File: src/rtl/mem_bus_arbiter_if.sv
// Requester handshakes and shared device port of the memory bus arbiter.
// slave is the arbiter's view; master is the view of the M-stage, loader and bridge.
interface mem_bus_arbiter_if;
    logic        m0_req;
    logic [31:0] m0_addr;
    logic [31:0] m0_wdata;
    logic [3:0]  m0_byteen;
    logic        m0_ack;
    logic [31:0] m0_rdata;
    logic        m0_err;

    logic        m1_req;
    logic [31:0] m1_addr;
    logic [31:0] m1_wdata;
    logic [3:0]  m1_byteen;
    logic        m1_ack;
    logic [31:0] m1_rdata;
    logic        m1_err;

    logic        bus_en;
    logic [1:0]  bus_sel;
    logic [31:0] bus_addr;
    logic [31:0] bus_wdata;
    logic [3:0]  bus_byteen;
    logic [31:0] bus_rdata;
    logic        busy;

    modport slave (
        input  m0_req, m0_addr, m0_wdata, m0_byteen,
        output m0_ack, m0_rdata, m0_err,
        input  m1_req, m1_addr, m1_wdata, m1_byteen,
        output m1_ack, m1_rdata, m1_err,
        output bus_en, bus_sel, bus_addr, bus_wdata, bus_byteen,
        input  bus_rdata,
        output busy
    );

    modport master (
        output m0_req, m0_addr, m0_wdata, m0_byteen,
        input  m0_ack, m0_rdata, m0_err,
        output m1_req, m1_addr, m1_wdata, m1_byteen,
        input  m1_ack, m1_rdata, m1_err,
        input  bus_en, bus_sel, bus_addr, bus_wdata, bus_byteen,
        output bus_rdata,
        input  busy
    );
endinterface

File: src/rtl/mem_bus_arbiter.sv
// Round-robin arbiter sharing the DM/TC1/TC2 port between the CPU M-stage
// and the loader, with a fixed wait-state window and device decode.
module mem_bus_arbiter #(
    parameter int unsigned WAIT_CYCLES = 1,
    parameter logic [31:0] DM_BEGIN    = 32'h0000_0000,
    parameter logic [31:0] DM_END      = 32'h0000_2FFF,
    parameter logic [31:0] TC1_BEGIN   = 32'h0000_7F00,
    parameter logic [31:0] TC2_BEGIN   = 32'h0000_7F10
) (
    input  logic               clk,
    input  logic               reset,
    mem_bus_arbiter_if.slave   mbus
);

    typedef enum logic [1:0] {
        IDLE,
        ACCESS,
        RESP,
        ERR
    } state_t;

    state_t      state_q, state_d;
    logic [3:0]  cnt_q, cnt_d;
    logic        owner_q, owner_d;
    logic        rr_last_q, rr_last_d;
    logic [31:0] addr_q, addr_d;
    logic [31:0] wdata_q, wdata_d;
    logic [3:0]  byteen_q, byteen_d;
    logic [1:0]  sel_q, sel_d;
    logic [31:0] rdata_q, rdata_d;

    logic        pick;
    logic [31:0] req_addr;
    logic [31:0] req_wdata;
    logic [3:0]  req_byteen;
    logic [31:0] off1;
    logic [31:0] off2;
    logic [3:0]  tc_off;
    logic [1:0]  dec_sel;
    logic        dec_bad;

    // Contended grant goes to the master that was not served last.
    assign pick = (mbus.m0_req && mbus.m1_req) ? ~rr_last_q : ~mbus.m0_req;

    assign req_addr   = pick ? mbus.m1_addr   : mbus.m0_addr;
    assign req_wdata  = pick ? mbus.m1_wdata  : mbus.m0_wdata;
    assign req_byteen = pick ? mbus.m1_byteen : mbus.m0_byteen;

    assign off1 = req_addr - TC1_BEGIN;
    assign off2 = req_addr - TC2_BEGIN;

    always_comb begin
        dec_sel = 2'b00;
        dec_bad = 1'b0;
        tc_off  = 4'h0;
        if ((req_addr - DM_BEGIN) <= (DM_END - DM_BEGIN)) begin
            dec_sel = 2'b01;
        end else if (off1 < 32'd12) begin
            dec_sel = 2'b10;
            tc_off  = off1[3:0];
        end else if (off2 < 32'd12) begin
            dec_sel = 2'b11;
            tc_off  = off2[3:0];
        end else begin
            dec_bad = 1'b1;
        end
        // Timer writes must be full-word and may not touch the count register.
        if (dec_sel[1] && (req_byteen != 4'h0) &&
            ((req_byteen != 4'hF) || (tc_off >= 4'h8))) begin
            dec_bad = 1'b1;
        end
    end

    always_comb begin
        state_d   = state_q;
        cnt_d     = cnt_q;
        owner_d   = owner_q;
        rr_last_d = rr_last_q;
        addr_d    = addr_q;
        wdata_d   = wdata_q;
        byteen_d  = byteen_q;
        sel_d     = sel_q;
        rdata_d   = rdata_q;
        unique case (state_q)
            IDLE: begin
                if (mbus.m0_req || mbus.m1_req) begin
                    owner_d  = pick;
                    addr_d   = req_addr;
                    wdata_d  = req_wdata;
                    byteen_d = req_byteen;
                    sel_d    = dec_sel;
                    if (dec_bad) begin
                        state_d = ERR;
                    end else begin
                        state_d = ACCESS;
                        cnt_d   = 4'(WAIT_CYCLES);
                    end
                end
            end
            ACCESS: begin
                if (cnt_q != 4'h0) begin
                    cnt_d = cnt_q - 4'h1;
                end else begin
                    rdata_d = mbus.bus_rdata;
                    state_d = RESP;
                end
            end
            RESP, ERR: begin
                rr_last_d = owner_q;
                state_d   = IDLE;
            end
            default: state_d = IDLE;
        endcase
    end

    always_ff @(posedge clk or posedge reset) begin
        if (reset) begin
            state_q   <= IDLE;
            cnt_q     <= 4'h0;
            owner_q   <= 1'b0;
            rr_last_q <= 1'b1;
            addr_q    <= 32'h0;
            wdata_q   <= 32'h0;
            byteen_q  <= 4'h0;
            sel_q     <= 2'b00;
            rdata_q   <= 32'h0;
        end else begin
            state_q   <= state_d;
            cnt_q     <= cnt_d;
            owner_q   <= owner_d;
            rr_last_q <= rr_last_d;
            addr_q    <= addr_d;
            wdata_q   <= wdata_d;
            byteen_q  <= byteen_d;
            sel_q     <= sel_d;
            rdata_q   <= rdata_d;
        end
    end

    logic        ack;
    logic        rd_ok;
    logic        active;
    logic [31:0] rsp_data;

    assign ack      = (state_q == RESP) || (state_q == ERR);
    assign rd_ok    = (state_q == RESP) && (byteen_q == 4'h0);
    assign active   = (state_q != IDLE);
    assign rsp_data = rd_ok ? rdata_q : 32'h0;

    assign mbus.m0_ack   = ack && !owner_q;
    assign mbus.m1_ack   = ack && owner_q;
    assign mbus.m0_err   = (state_q == ERR) && !owner_q;
    assign mbus.m1_err   = (state_q == ERR) && owner_q;
    assign mbus.m0_rdata = owner_q ? 32'h0 : rsp_data;
    assign mbus.m1_rdata = owner_q ? rsp_data : 32'h0;

    assign mbus.bus_en     = (state_q == ACCESS);
    assign mbus.bus_sel    = (state_q == ACCESS) ? sel_q : 2'b00;
    assign mbus.bus_addr   = active ? addr_q : 32'h0;
    assign mbus.bus_wdata  = active ? wdata_q : 32'h0;
    assign mbus.bus_byteen = active ? byteen_q : 4'h0;
    assign mbus.busy       = active;

endmodule
File: src/flat_wrapper.sv
// flat-port wrapper written by rule: the top's interface ports become plain ports
module mem_bus_arbiter_flat 
#(
    parameter int unsigned WAIT_CYCLES = 1,
    parameter logic [31:0] DM_BEGIN    = 32'h0000_0000,
    parameter logic [31:0] DM_END      = 32'h0000_2FFF,
    parameter logic [31:0] TC1_BEGIN   = 32'h0000_7F00,
    parameter logic [31:0] TC2_BEGIN   = 32'h0000_7F10
)
  (clk, reset, mbus_m0_req, mbus_m0_addr, mbus_m0_wdata, mbus_m0_byteen, mbus_m0_ack, mbus_m0_rdata, mbus_m0_err, mbus_m1_req, mbus_m1_addr, mbus_m1_wdata, mbus_m1_byteen, mbus_m1_ack, mbus_m1_rdata, mbus_m1_err, mbus_bus_en, mbus_bus_sel, mbus_bus_addr, mbus_bus_wdata, mbus_bus_byteen, mbus_bus_rdata, mbus_busy);
  mem_bus_arbiter_if mbus_i ();
  input  logic clk;
  input  logic reset;
  input wire logic [$bits(mbus_i.m0_req)-1:0] mbus_m0_req;
  input wire logic [$bits(mbus_i.m0_addr)-1:0] mbus_m0_addr;
  input wire logic [$bits(mbus_i.m0_wdata)-1:0] mbus_m0_wdata;
  input wire logic [$bits(mbus_i.m0_byteen)-1:0] mbus_m0_byteen;
  output wire logic [$bits(mbus_i.m0_ack)-1:0] mbus_m0_ack;
  output wire logic [$bits(mbus_i.m0_rdata)-1:0] mbus_m0_rdata;
  output wire logic [$bits(mbus_i.m0_err)-1:0] mbus_m0_err;
  input wire logic [$bits(mbus_i.m1_req)-1:0] mbus_m1_req;
  input wire logic [$bits(mbus_i.m1_addr)-1:0] mbus_m1_addr;
  input wire logic [$bits(mbus_i.m1_wdata)-1:0] mbus_m1_wdata;
  input wire logic [$bits(mbus_i.m1_byteen)-1:0] mbus_m1_byteen;
  output wire logic [$bits(mbus_i.m1_ack)-1:0] mbus_m1_ack;
  output wire logic [$bits(mbus_i.m1_rdata)-1:0] mbus_m1_rdata;
  output wire logic [$bits(mbus_i.m1_err)-1:0] mbus_m1_err;
  output wire logic [$bits(mbus_i.bus_en)-1:0] mbus_bus_en;
  output wire logic [$bits(mbus_i.bus_sel)-1:0] mbus_bus_sel;
  output wire logic [$bits(mbus_i.bus_addr)-1:0] mbus_bus_addr;
  output wire logic [$bits(mbus_i.bus_wdata)-1:0] mbus_bus_wdata;
  output wire logic [$bits(mbus_i.bus_byteen)-1:0] mbus_bus_byteen;
  input wire logic [$bits(mbus_i.bus_rdata)-1:0] mbus_bus_rdata;
  output wire logic [$bits(mbus_i.busy)-1:0] mbus_busy;
  assign mbus_i.m0_req = mbus_m0_req;
  assign mbus_i.m0_addr = mbus_m0_addr;
  assign mbus_i.m0_wdata = mbus_m0_wdata;
  assign mbus_i.m0_byteen = mbus_m0_byteen;
  assign mbus_m0_ack = mbus_i.m0_ack;
  assign mbus_m0_rdata = mbus_i.m0_rdata;
  assign mbus_m0_err = mbus_i.m0_err;
  assign mbus_i.m1_req = mbus_m1_req;
  assign mbus_i.m1_addr = mbus_m1_addr;
  assign mbus_i.m1_wdata = mbus_m1_wdata;
  assign mbus_i.m1_byteen = mbus_m1_byteen;
  assign mbus_m1_ack = mbus_i.m1_ack;
  assign mbus_m1_rdata = mbus_i.m1_rdata;
  assign mbus_m1_err = mbus_i.m1_err;
  assign mbus_bus_en = mbus_i.bus_en;
  assign mbus_bus_sel = mbus_i.bus_sel;
  assign mbus_bus_addr = mbus_i.bus_addr;
  assign mbus_bus_wdata = mbus_i.bus_wdata;
  assign mbus_bus_byteen = mbus_i.bus_byteen;
  assign mbus_i.bus_rdata = mbus_bus_rdata;
  assign mbus_busy = mbus_i.busy;
  mem_bus_arbiter #(.WAIT_CYCLES(WAIT_CYCLES), .DM_BEGIN(DM_BEGIN), .DM_END(DM_END), .TC1_BEGIN(TC1_BEGIN), .TC2_BEGIN(TC2_BEGIN)) u_core (.clk(clk), .reset(reset), .mbus(mbus_i));
endmodule
File: config.mk
export PLATFORM = sky130hd
export DESIGN_NAME = mem_bus_arbiter_flat
export DESIGN_NICKNAME = d
export VERILOG_FILES = /design/src/rtl/mem_bus_arbiter_if.sv /design/src/rtl/mem_bus_arbiter.sv /design/src/flat_wrapper.sv
export SDC_FILE = /design/constraint.sdc
export NUM_CORES = 1
export LEC_CHECK = 0
export BUFFER_PORTS_ARGS = -buffer_cell sky130_fd_sc_hd__clkbuf_2
export CAP_MARGIN = 20
export CORE_ASPECT_RATIO = 0.8
export CORE_MARGIN = 2
export CORE_UTILIZATION = 43
export CTS_CLUSTER_DIAMETER = 100
export DETAILED_ROUTE_END_ITERATION = 6
export HOLD_SLACK_MARGIN = 0.15
export MAX_ROUTING_LAYER = met4
export PLACE_DENSITY = 0.77
export REMOVE_ABC_BUFFERS = 1
export SYNTH_ARGS = -nofsm -noshare
export SYNTH_HDL_FRONTEND = slang
export SYNTH_SLANG_ARGS = --single-unit
File: constraint.sdc
create_clock -name clk -period 3.7 [get_ports clk]
set_input_delay 0.74 -clock clk [delete_from_list [all_inputs] [get_ports clk]]
set_output_delay 0.74 -clock clk [all_outputs]
set_load 0.1 [all_outputs]
Yosys cells after proc, flatten, opt, wreduce, memory -nomap -nowiden
Index checks and enable logic that the tools add are counted.
Word-level totals
  flip-flop bits (word level): 110
  bits of input ports: 172
  output and inout port bits: 140
Operators by class
  add/sub/neg operators: 3
  magnitude comparators: 4
  equal/unequal tests: 8
  mux-type cells: 29
  bitwise logic cells: 3
  reductions and logical operators: 23
Operators with widths (number)
  2-to-1 mux 32 bit: 7
  less-than comparator 32 x 4 -> 1 bit (second input constant): 2
  subtractor 32 x 15 -> 32 bit (second input constant): 2
  <= comparator 32 x 14 -> 1 bit (second input constant): 1
  2-to-1 mux 4 bit: 8
  2-to-1 mux 2 bit: 7
  logical AND 1 bit: 8
  case mux 4 bit (2 select lines): 1
  nonzero test 4 bit: 2
  case mux 2 bit (3 select lines): 1
  AND reduction 2 bit: 3
  2-to-1 mux 1 bit: 5
  == test 2 bit (second input constant): 2
  >= comparator 4 bit (second input constant): 1
  logical NOT 4 bit: 1
  != test 2 x 1 -> 1 bit (second input constant): 2
  != test 2 bit (second input constant): 2
  != test 4 bit (second input constant): 1
  AND reduction 4 bit: 1
  nonzero test 2 bit: 2
  subtractor 4 x 1 -> 4 bit (second input constant): 1
  logical OR 1 bit: 3
  inverter 1 bit: 3
  == test 2 x 1 -> 1 bit (second input constant): 1
  other kinds (3): 3

Depth between registers and ports, before layout
Gate-level depths: netlist of run 1.
  depth in word-level cells: 15
  depth in mapped cells: 12
  depth with buffers taken out: 9

Least setup slack after synthesis of run 1
No wires, ideal clock.
  path kind: flip-flop to output port
  start: reg u_core.state_q[1]
  end: out mbus_m0_err
  data arrival time: 2717 ps
  data required time: 2960 ps
  slack: 243 ps
  cell stages (with the launch flop): 3
  cell sequence: dfrtp_1 -> nor2b_1 -> and2_1
Between the ends
  word-level cells in the longest chain between the ends: 2
RTL lines
  from (decl): RTL line mem_bus_arbiter.sv:22  | state_t state_q, state_d;
  from (signal assigned): RTL line mem_bus_arbiter.sv:128  | state_q <= state_d;
  == test 2 bit: RTL line mem_bus_arbiter.sv:152  | assign mbus.m0_err = (state_q == ERR) && !owner_q;
  logical AND 1 bit: RTL line mem_bus_arbiter.sv:152
  to (decl): RTL line flat_wrapper.sv:20  | output wire logic [$bits(mbus_i.m0_err)-1:0] mbus_m0_err;
No other way between the ends.

Worst setup path in the final report of run 1
  start: reg u_core.rr_last_q
  end: reg u_core.cnt_q[1]
Between the ends
  word-level cells in the longest chain between the ends: 14
  elaborated cells between the ends (all ways): 27
  those cells by class: 2 x add/sub; 4 x order compare; 2 x eq/ne; 13 x mux; 1 x bitwise; 5 x reduce/logical
RTL lines
  from (decl): RTL line mem_bus_arbiter.sv:25  | logic rr_last_q, rr_last_d;
  from (signal assigned): RTL line mem_bus_arbiter.sv:131  | rr_last_q <= rr_last_d;
  inverter 1 bit (*): RTL line mem_bus_arbiter.sv:43  | assign pick = (mbus.m0_req && mbus.m1_req) ? ~rr_last_q : ~mbus.m0_req;
  2-to-1 mux 1 bit (*): RTL line mem_bus_arbiter.sv:43
  2-to-1 mux 32 bit: RTL line mem_bus_arbiter.sv:45  | assign req_addr = pick ? mbus.m1_addr : mbus.m0_addr;
  subtractor 32 x 15 -> 32 bit: RTL line mem_bus_arbiter.sv:50  | assign off2 = req_addr - TC2_BEGIN;
  less-than comparator 32 x 4 -> 1 bit: RTL line mem_bus_arbiter.sv:61  | end else if (off2 < 32'd12) begin
  2-to-1 mux 4 bit: RTL line mem_bus_arbiter.sv:61
  2-to-1 mux 4 bit: RTL line mem_bus_arbiter.sv:58  | end else if (off1 < 32'd12) begin
  2-to-1 mux 4 bit: RTL line mem_bus_arbiter.sv:56  | if ((req_addr - DM_BEGIN) <= (DM_END - DM_BEGIN)) begin
  >= comparator 4 bit: RTL line mem_bus_arbiter.sv:69  | ((req_byteen != 4'hF) || (tc_off >= 4'h8))) begin
  logical OR 1 bit: RTL line mem_bus_arbiter.sv:69
  logical AND 1 bit: RTL line mem_bus_arbiter.sv:68  | if (dec_sel[1] && (req_byteen != 4'h0) &&
  2-to-1 mux 1 bit (*): RTL line mem_bus_arbiter.sv:68
  != test 2 bit (no line) (*)
  AND reduction 4 bit (no line) (*)
  to (signal assigned): RTL line mem_bus_arbiter.sv:129  | cnt_q <= cnt_d;
  to (decl): RTL line mem_bus_arbiter.sv:23  | logic [3:0] cnt_q, cnt_d;
Every way passes the cells marked *; elsewhere a longest branch is shown, timed or not.
A chain may end at the register's enable or synchronous reset.

==> results.txt, run 1 <==
In this run, placement finished with an instance count of 1294. Iteration-0 DRC count of the detailed router: 600. The commonest non-fill, non-tap cell in the layout is sky130_fd_sc_hd__clkbuf_2.

Setup violations remaining at the end of the flow were counted as 0. The critical path goes through and2b_2 > nor2_4 > buf_4 > mux2i_1 > a21oi_1 > or4_4 > a2111oi_4 > a32oi_2 > o21ai_2 > o21ai_0. The biggest cell delay along the critical path is 0.55 ns, and the number of antenna-violating nets in the routed design is 0.

The endpoint identified for the worst register-to-register timing path is u_core.cnt_q[1]$_DFFE_PP0P_. Along the worst path, the maximum fanout reaches 8. The run gives 7059 as the number of vias in the routed layout. The flow ran to the end, and the final reports show no timing, DRC or antenna violations. Max-cap violations in this run came to 0.

TritonCTS built the clock tree. Cells with a size suffix above 1 make up 36.97% of the layout. After synthesis the netlist holds a flip-flop and latch count of 110. The number of antenna diodes in the final layout is 0. The top cell types in the final layout, fill and taps aside, are sky130_fd_sc_hd__clkbuf_2, sky130_fd_sc_hd__and2_1, sky130_fd_sc_hd__nand2_1. The first TritonRoute pass finished after 5 iterations. The tools report the instance count of the mapped netlist as 797. Endpoint kind of the worst setup timing path: a flip-flop. Number of failing hold endpoints at the final stage: 0. The max-slew violation count is 0, and the final critical-path share of the clock period is 84.47%.

The startpoint identified for the worst register-to-register timing path is u_core.rr_last_q$_DFFE_PP1N_. The mean post-synth cell area was 8.484 um^2. During synthesis, Yosys emitted a total of 0 warnings.

Entering global routing, the biggest net connects 95 pins. The first global-routing pass estimated 35480 um of wire. The chip height is 116.2 um. Setup repair after global routing left no endpoint under its margin. Path type of the worst min-delay path: in2async. STA classifies the critical path startpoint as a flip-flop. In this run the power density over the cells is 1035 nW/um^2. Buffers added to address setup during post-CTS repair amount to 0. The total non-filler cell area in the finished layout is 9255 um^2. The dominant synthesized flop cell is sky130_fd_sc_hd__dfrtp_1. TritonCTS created 9 clock buffers.

Actual transition at the worst max-transition pin: 0.7752 ns. Shortest clock period the worst path allows after layout: 3.125 ns. The post-synthesis async set-or-reset flop share is 100.0%, and the routed wire length is 23620 um. At the later pin of the worst-skew pair, clock insertion delay measures 0.37 ns. The master cell of the clock root buffer was sky130_fd_sc_hd__clkbuf_16.

The die covers 16750 um^2. After clock tree synthesis, the clock-pin slew on the worst setup and hold paths is 0.09 ns. By startpoint and endpoint, the worst setup path is classified as reg2reg.

The routed wire length per instance works out to 18.02 um. For this design, the slowest cell found on the critical path is sky130_fd_sc_hd__dfstp_2. Leakage power total: 4.479 nW. The worst reg2reg path depth was 10. The logs give 312 for the I/O pin count and 3775 um^2 for the multi-input gate area in the final layout.

The final core area utilization was 60.83%. The storage element area was 2754 um^2; the count of flip-flops with a built-in enable after synthesis was 0. The area added between synthesis and finish was 36.88%; the worst-case register-to-register setup slack was 0.57 ns. The highest achievable clock rate was 0.3200 GHz. CTS built an H-tree with a depth of 3. Broken down by cell family, the worst path's largest delay share belongs to simple AND/OR/NAND/NOR gates. The number of buffers added to fix hold violations after cts is 0, and the cell area reported after detailed placement is 8917 um^2. Post-route non-filler standard cell count: 1311.

The final layout contains 1270 nets. In the routed design, unresolved DRC markers number 0. Across every metal layer, demand over resource in global routing totals 28.53%. The total area inside the core boundary comes to 15210 um^2. After detailed routing, the number of vias per cell comes to 5.384.

After floorplanning, the core was divided into 40 placement rows. The clock arrives with 0.01139 ns of skew. The starting density of the core was 44.44%; the residual overflow from global routing was 0. The worst pin sits at a relative slew slack of 48.31%.

The logs give 0 for the post-CTS resize count and 18070 um for the half-perimeter wire length after detailed placement. VDD sags by at most 945.6 uV. In this run the cell area of the synthesized design comes to 6761 um^2. The global placement routability congestion is 0.9735, and the count of filler cells inserted in the layout is 1376. The number of antenna violations at the first check in global routing was 0. The buffer and inverter count on the worst path works out to 1. The number of different library cells used by synthesis comes to 66. The portion of the post-synthesis area used by sequential elements is 40.73%, and the endpoint required time on the critical path is 3.95 ns. During placement, the flow inserted port buffers numbering 311. The arrival time of the worst setup path is 3.37 ns, and the x dimension of the die is 144.2 um. The longest clock path from root to sink contains 2 buffers.

Via count of the first global-routing pass: 6555. The number of sinks handled by clock tree synthesis is 110.
## per-layer routing
layer | up-vias | track usage [%] | wire length [um]
met2 | 328 | 44.22 | 10740
met3 | 56 | 5.248 | 1855
met5 | - | - | 0
met4 | 0 | 10.68 | 739
met1 | 3306 | 37.67 | 10280
li1 | 3369 | - | -
## area by class of cell
cell class	count	area share [%]
clock buffers	10	2.582
clock inverters	6	0.8517
inverters	13	0.5543
multi-input cells	625	40.79
flip-flops and latches	110	29.76
well taps	210	2.839
repair buffers	337	22.63
## kinds of logic after synthesis
family	after synthesis	synth area share (%)
simple gates	406	30.16
compound gates	157	15.40
flops	110	40.73
buf+inv	62	3.719
mux	55	8.975
xor+xnor	5	0.6476
fa+ha+maj	2	0.3700
## flip-flops by register name, indices dropped and copies added, names as in the netlist
| signal | flops |
|---|---|
| u_core.owner_q | 1 |
| u_core.addr_q | 32 |
| u_core.rdata_q | 32 |
| u_core.rr_last_q | 1 |
| u_core.wdata_q | 32 |
| u_core.byteen_q | 4 |
| u_core.sel_q | 2 |
| u_core.state_q | 2 |
| u_core.cnt_q | 4 |
## report_power, final
group          total [W]  switching (W)  internal [W]  leakage, nW
combinational    0.00636        0.00507       0.00129         3.05
sequential       0.00216       0.000349       0.00181         1.27
clock            0.00106       0.000500      0.000557        0.154
## synthesized netlist by cell type (2+ instances only)
library cell	number	area [um^2]
sky130_fd_sc_hd__o22ai_1	2	12.51
sky130_fd_sc_hd__nand4_1	7	43.79
sky130_fd_sc_hd__o32ai_1	2	17.52
sky130_fd_sc_hd__o41ai_1	2	17.52
sky130_fd_sc_hd__dfrtp_1	109	2728
sky130_fd_sc_hd__nor2b_1	4	25.02
sky130_fd_sc_hd__clkbuf_1	34	127.6
sky130_fd_sc_hd__mux2_2	34	382.9
sky130_fd_sc_hd__nand2b_1	3	18.77
sky130_fd_sc_hd__or4_4	2	22.52
sky130_fd_sc_hd__mux2i_1	19	190.2
sky130_fd_sc_hd__inv_1	11	41.29
sky130_fd_sc_hd__nor4_1	4	25.02
sky130_fd_sc_hd__buf_2	3	15.01
sky130_fd_sc_hd__xor2_1	4	35.03
sky130_fd_sc_hd__a22oi_1	4	30.03
sky130_fd_sc_hd__nor3_1	7	35.03
sky130_fd_sc_hd__a211oi_1	8	60.06
sky130_fd_sc_hd__a31oi_1	55	344.1
sky130_fd_sc_hd__ha_1	2	25.02
sky130_fd_sc_hd__nand3_1	9	45.04
sky130_fd_sc_hd__o21ai_0	39	195.2
sky130_fd_sc_hd__a21boi_0	2	15.01
sky130_fd_sc_hd__buf_4	4	30.03
sky130_fd_sc_hd__nor2_1	74	277.8
sky130_fd_sc_hd__or4_1	4	30.03
sky130_fd_sc_hd__o31ai_1	3	22.52
sky130_fd_sc_hd__a21o_1	2	15.01
sky130_fd_sc_hd__inv_2	2	7.510
sky130_fd_sc_hd__or3_1	8	50.05
sky130_fd_sc_hd__and3_1	6	37.54
sky130_fd_sc_hd__a2111oi_0	3	26.28
sky130_fd_sc_hd__buf_1	8	30.03
sky130_fd_sc_hd__a32o_1	3	30.03
sky130_fd_sc_hd__a21oi_1	15	75.07
sky130_fd_sc_hd__and2_1	139	869.6
sky130_fd_sc_hd__nand2_1	131	491.7
## worst register-to-register path, stage by stage, from the launching register on
cell and delay, ns:
sky130_fd_sc_hd__dfstp_2 0.55, sky130_fd_sc_hd__and2b_2 0.29, sky130_fd_sc_hd__nor2_4 0.23, sky130_fd_sc_hd__buf_4 0.21, sky130_fd_sc_hd__mux2i_1 0.22, sky130_fd_sc_hd__a21oi_1 0.11
sky130_fd_sc_hd__or4_4 0.53, sky130_fd_sc_hd__a2111oi_4 0.39, sky130_fd_sc_hd__a32oi_2 0.11, sky130_fd_sc_hd__o21ai_2 0.25, sky130_fd_sc_hd__o21ai_0 0.13
## worst max path at each step
stage | start | to | slack, ns | cells after the start
6_report | u_core.rr_last_q$_DFFE_PP1N_ | u_core.cnt_q[1]$_DFFE_PP0P_ | 0.57 | 10
5_1_grt | u_core.rr_last_q$_DFFE_PP1N_ | u_core.cnt_q[1]$_DFFE_PP0P_ | 0.27 | 10
4_1_cts | u_core.state_q[1]$_DFFE_PP0P_ | mbus_bus_addr[5] | 0.38 | 4
3_5_place_dp | mbus_m0_addr[5] | u_core.cnt_q[1]$_DFFE_PP0P_ | 0.26 | 10
3_3_place_gp | mbus_m1_req | u_core.cnt_q[2]$_DFFE_PP0P_ | 0.31 | 11
2_1_floorplan | mbus_m1_req | u_core.state_q[1]$_DFFE_PP0P_ | -1.14 | 9
## per-stage QoR
step / hold WS, ns / worst slack, ns / power, W / setup TNS [ns]
6_report: 0.4642 / 0.5748 / 0.009582 / 0
5_1_grt: 0.5165 / 0.2650 / 0.01003 / 0
4_1_cts: 0.4813 / 0.3767 / 0.009588 / 0
3_5_place_dp: 0.4636 / 0.2617 / 0.008521 / 0
3_3_place_gp: 0.4520 / 0.3101 / 0.008444 / 0
2_1_floorplan: 0.4418 / -1.137 / 0.007322 / -52.47
(Power assumes the default switching activity.)
==> inputs of run 2 (changes only) <==
--- a/config.mk
+++ b/config.mk
@@ -5,16 +5,17 @@
 export SDC_FILE = /design/constraint.sdc
 export NUM_CORES = 1
 export LEC_CHECK = 0
+export ABC_AREA = 1
 export BUFFER_PORTS_ARGS = -buffer_cell sky130_fd_sc_hd__clkbuf_2
 export CAP_MARGIN = 20
 export CORE_ASPECT_RATIO = 0.8
 export CORE_MARGIN = 2
-export CORE_UTILIZATION = 43
+export CORE_UTILIZATION = 44
 export CTS_CLUSTER_DIAMETER = 100
 export DETAILED_ROUTE_END_ITERATION = 6
 export HOLD_SLACK_MARGIN = 0.15
 export MAX_ROUTING_LAYER = met4
-export PLACE_DENSITY = 0.77
+export PLACE_DENSITY = 0.78
 export REMOVE_ABC_BUFFERS = 1
 export SYNTH_ARGS = -nofsm -noshare
 export SYNTH_HDL_FRONTEND = slang
==> constraint.sdc (replaced) <==
create_clock -name clk -period 2.81 [get_ports clk]
set_input_delay 0.562 -clock clk [delete_from_list [all_inputs] [get_ports clk]]
set_output_delay 0.562 -clock clk [all_outputs]
set_load 0.1 [all_outputs]
==> results.txt, run 2 <==
The run finished, with violations left. The checks that failed: negative setup slack. The tools report the leakage power total as 6.022 nW (was 4.479 nW).

The tools report the arrival time of the worst setup path as 3.08 ns (was 3.37 ns). The core area is 15900 um^2 (was 15210 um^2). Setup repair after global routing could not meet its margin everywhere. The actual transition at the worst max-transition pin works out to 0.7525 ns (was 0.7752 ns). The area added between synthesis and finish came out at 60.29% (was 36.88%). Master cell of the clock root buffer: sky130_fd_sc_hd__clkbuf_16 (unchanged). The ratio of total power to cell area is 1224 nW/um^2 (was 1035 nW/um^2), and the final-layout setup total negative slack is -0.05798 ns (was 0 ns).

The chip height was 118.7 um (was 116.2 um); the worst setup skew after layout was 0.01022 ns (was 0.01139 ns). Endpoint kind of the worst setup timing path: a flip-flop (unchanged). The post-synthesis compound-gate area fraction is 12.82% (was 15.40%). Category of the worst setup path launch point: a flip-flop (unchanged).

For the number of placement rows, the log shows 41 (was 40). The run gives 86 (was 95) as the maximum number of pins on one net before global-route repair. For the count of filler cells inserted in the layout, the log shows 1233 (was 1376).

Vias per cell: 5.138 (was 5.384). The endpoint required time on the critical path was 3.06 ns (was 3.95 ns); the total iterations of the first detailed-routing run was 5 (unchanged). The mux share of post-synthesis cell area was 0.5537% (was 8.975%).

The tools report the TritonCTS buffer count as 9 (unchanged). The classification of the worst setup path was reg2reg (unchanged). The max-slew violation count is 0 (unchanged), and the adder-cell share of the synthesized area is 0.3461% (was 0.3701%). The total of buffers placed on input and output ports is 311 (unchanged), and the iteration-0 DRC count of the detailed router is 586 (was 600).

The starting density of the core came out at 45.47% (was 44.44%). The number of vias in the routed layout was 8724 (was 7059). The register bit count reported by yosys is 110 (unchanged). The max-cap check violation count is 0 (unchanged), and the shortest clock period the worst path allows after layout is 2.834 ns (was 3.125 ns). The global-route usage over all layers came out at 29.96% (was 28.53%). The sequential group share of total power was 18.8% (was 22.6%).

The logs give 0 (unchanged) for the number of failing hold endpoints at the final stage and 0.005222 W (was 0.003663 W) for the internal power component. The I/O pin count is 312 (unchanged). The portion of the post-synthesis area used by sequential elements was 38.09% (was 40.73%). For the summed instance area of the synthesized netlist, the log shows 7231 um^2 (was 6761 um^2). The logs give 4 (was 0) for the setup violation total in the final timing report and 26720 um (was 23620 um) for the routed wire length. Path type of the worst min-delay path: in2async (unchanged). The highest achievable clock rate was 0.3529 GHz (was 0.3200 GHz); the switching fraction of total power was 63.18% (was 61.77%).

The run gives 8024 (was 6555) as the via count of the first global-routing pass. The clock network fraction of design power was 9.1% (was 11.0%); the clock-pin slew on the worst setup and hold paths was 0.08 ns (was 0.09 ns). X dimension of the die: 147.3 um (was 144.2 um). Post-synthesis async set-or-reset flop share: 100.0% (unchanged).

The count of flip-flops with a built-in enable after synthesis was 0 (unchanged). Reg-to-reg startpoint: u_core.rr_last_q$_DFFE_PP1N_ (unchanged). TritonCTS built the clock tree. The number of distinct library cell variants in the gate-level netlist after synthesis is 39 (was 66).

Top library cells by usage in the layout, fill and taps aside: sky130_fd_sc_hd__clkbuf_2, sky130_fd_sc_hd__nand2_1, sky130_fd_sc_hd__nor2_1 (was sky130_fd_sc_hd__clkbuf_2, sky130_fd_sc_hd__and2_1, sky130_fd_sc_hd__nand2_1). The worst-case register-to-register setup slack was -0.02 ns (was 0.57 ns). Worst-path maximum fanout: 7 (was 8). Leading post-synthesis cells by instance count: sky130_fd_sc_hd__nand2_1, sky130_fd_sc_hd__nor2_1, sky130_fd_sc_hd__inv_1 (was sky130_fd_sc_hd__and2_1, sky130_fd_sc_hd__nand2_1, sky130_fd_sc_hd__dfrtp_1).

The mean post-synth cell area came out at 6.622 um^2 (was 8.484 um^2). Dominant synthesized flop cell: sky130_fd_sc_hd__dfrtp_1 (unchanged). For the instance count of the mapped netlist, the log shows 1092 (was 797).

For the number of instances in the placed design, the log shows 1657 (was 1294). The number of sinks handled by clock tree synthesis came out at 110 (unchanged). The post-route non-filler standard cell count was 1698 (was 1311); the total non-filler cell area in the finished layout was 11590 um^2 (was 9255 um^2). The run gives 0 (unchanged) as the number of antenna-violating nets in the routed design. The number of design rule violations left after detail routing is 0 (unchanged), and the final-stage net count is 1652 (was 1270).

Area share of the largest cell type after synthesis: 37.72% (was 40.34%). For the half-perimeter wire length after detailed placement, the log shows 20020 um (was 18070 um). The global placement routability congestion was 0.9031 (was 0.9735). Commonest non-fill, non-tap cell in the layout: sky130_fd_sc_hd__clkbuf_2 (unchanged). Wire length of the first global-routing pass: 40790 um (was 35480 um). The tools report the full die area as 17480 um^2 (was 16750 um^2). The tools report the capture instance of the worst register-to-register path as u_core.cnt_q[2]$_DFFE_PP0P_ (was u_core.cnt_q[1]$_DFFE_PP0P_).

The fraction of final layout cells with drive strength greater than 1 works out to 39.51% (was 36.97%). The proportion of power drawn by combinational gates was 72.0% (was 66.4%). The total number of yosys warnings is 0 (unchanged), and the final critical-path share of the clock period is 100.8% (was 84.47%). Largest area contributor in the synthesized netlist: sky130_fd_sc_hd__dfrtp_1 (unchanged). The count of antenna diodes in the layout is 0 (unchanged), and the peak supply drop is 1243 uV (was 945.6 uV). The tools report the residual overflow from global routing as 0 (unchanged). Largest registers: u_core.addr_q (32), u_core.rdata_q (32), u_core.wdata_q (32) (unchanged). The cell area reported after detailed placement was 10570 um^2 (was 8917 um^2); the switching component of the power was 0.008959 W (was 0.005919 W). The worst-case clock buffer depth is 2 (unchanged), and the worst max-slew margin expressed relative to the limit is 49.84% (was 48.31%).

The tools report the number of antenna violations at the first check in global routing as 0 (unchanged). Xor/xnor cell area share of the yosys netlist: 0.6056% (was 0.6477%). The most frequent cell after synthesis was sky130_fd_sc_hd__nand2_1 (was sky130_fd_sc_hd__and2_1). The area fraction in and, or, nand and nor cells after synthesis is 35.27% (was 30.16%). The tools report the final worst setup slack as -0.02388 ns (was 0.5748 ns). Main combinational cell family by area after synthesis: simple AND/OR/NAND/NOR gates (unchanged). The depth of the CTS H-tree was 3 (unchanged). Worst reg2reg path depth: 24 (was 10).

Cell types occupying the most area after synthesis: sky130_fd_sc_hd__dfrtp_1, sky130_fd_sc_hd__nand2_1, sky130_fd_sc_hd__nor2_1, sky130_fd_sc_hd__inv_1, sky130_fd_sc_hd__o21ai_0 (was sky130_fd_sc_hd__dfrtp_1, sky130_fd_sc_hd__and2_1, sky130_fd_sc_hd__nand2_1, sky130_fd_sc_hd__mux2_2, sky130_fd_sc_hd__a31oi_1). The clock insertion delay at the later pin of the skew report came out at 0.37 ns (about the same). The routed wire length per instance was 15.74 um (was 18.02 um).
[run 2: cell types whose count changed after synthesis, moves of 55 or more]
cell,before,now
sky130_fd_sc_hd__nand2_1,131,233
sky130_fd_sc_hd__nor2_1,74,185
sky130_fd_sc_hd__nor3_1,7,69
sky130_fd_sc_hd__a31oi_1,55,0
sky130_fd_sc_hd__and2_1,139,0
sky130_fd_sc_hd__inv_1,11,148
[run 2: timing repair]
action | 4_1_cts | 5_1_grt
hold buffers | 0 | 0
setup endpoints to repair | 4 | 7
buffers inserted | 3 | 17
cloned | 2 | 3
resized for setup | 25 | 110
pin swaps | 11 | 35
[run 2: power groups by stage]
stage,Clock [W],Sequential [W],Combinational [W]
finish,0.00129,0.00267,0.0102
floorplan,0,0.00267,0.00747
global placement,0,0.00267,0.00973
detailed placement,0,0.00269,0.00985
CTS,0.00131,0.00266,0.00999
global route,0.00137,0.00275,0.0108
[run 2: metal layers]
metal | global-route usage, % | vias up | routed length [um]
met4 | 6.611 | 0 | 465
met1 | 38.37 | 4100 | 11250
li1 | - | 4225 | -
met2 | 50.03 | 352 | 13190
met5 | - | - | 0
met3 | 5.212 | 47 | 1810
[run 2: cell type report]
class	count	area (um^2)	area share (%)
Tap cell	215	269.0	2.321
Clock buffer	9	225.2	1.943
Multi-Input combinational cell	768	4033	34.79
Sequential cell	110	2754	23.76
Inverter	153	579.3	4.998
Clock inverter	7	68.82	0.5938
Timing Repair Buffer	436	3661	31.59
[run 2: per-stage QoR]
step	hold WS (ns)	total power, W	utilization (%)	setup WS (ns)
2_1_floorplan	0.4530	0.01014	-	-5.905
3_3_place_gp	0.4675	0.01240	66.48	-0.2461
3_5_place_dp	0.4726	0.01254	66.48	-0.2248
4_1_cts	0.1932	0.01397	69.38	0.001084
5_1_grt	0.2190	0.01490	72.88	-0.2145
6_report	0.1875	0.01418	72.88	-0.02388
[run 2: cell families after synthesis]
group	Yosys count
muxes	4
and+or+nand+nor	587
AOI/OAI and AO/OA	169
adders and majority gates	2
DFF	110
xor gates and xnor gates	5
buffers and inverters	215
[run 2: how the worst max path moves through the flow]
stage	start	to	slack [ns]
finish	u_core.rr_last_q$_DFFE_PP1N_	u_core.cnt_q[2]$_DFFE_PP0P_	-0.02
global route	u_core.rr_last_q$_DFFE_PP1N_	u_core.cnt_q[1]$_DFFE_PP0P_	-0.21
CTS	u_core.rr_last_q$_DFFE_PP1N_	u_core.cnt_q[2]$_DFFE_PP0P_	0.001
detailed placement	mbus_m0_req	u_core.cnt_q[2]$_DFFE_PP0P_	-0.22
global placement	mbus_m0_req	u_core.cnt_q[3]$_DFFE_PP0P_	-0.25
floorplan	u_core.state_q[1]$_DFFE_PP0P_	u_core.cnt_q[2]$_DFFE_PP0P_	-5.90
[run 2: critical path: stages, from the launching register on]
cell and delay, ns:
sky130_fd_sc_hd__dfstp_2 0.55, sky130_fd_sc_hd__inv_4 0.05, sky130_fd_sc_hd__nand2_8 0.10, sky130_fd_sc_hd__nand2_8 0.12, sky130_fd_sc_hd__buf_8 0.17, sky130_fd_sc_hd__nand2_1 0.06
sky130_fd_sc_hd__nand2_2 0.09, sky130_fd_sc_hd__nand2_4 0.09, sky130_fd_sc_hd__inv_2 0.05, sky130_fd_sc_hd__nand2_2 0.08, sky130_fd_sc_hd__nand3_4 0.09, sky130_fd_sc_hd__buf_6 0.15
sky130_fd_sc_hd__buf_4 0.13, sky130_fd_sc_hd__nand2_1 0.08, sky130_fd_sc_hd__nand2_1 0.12, sky130_fd_sc_hd__nor2_1 0.12, sky130_fd_sc_hd__nand2_1 0.08, sky130_fd_sc_hd__nor2_2 0.09
sky130_fd_sc_hd__nand2_2 0.08, sky130_fd_sc_hd__nand2_2 0.09, sky130_fd_sc_hd__nand2_2 0.06, sky130_fd_sc_hd__nand2_4 0.09, sky130_fd_sc_hd__nand2_4 0.07, sky130_fd_sc_hd__nand2_1 0.06
sky130_fd_sc_hd__nand2_1 0.05
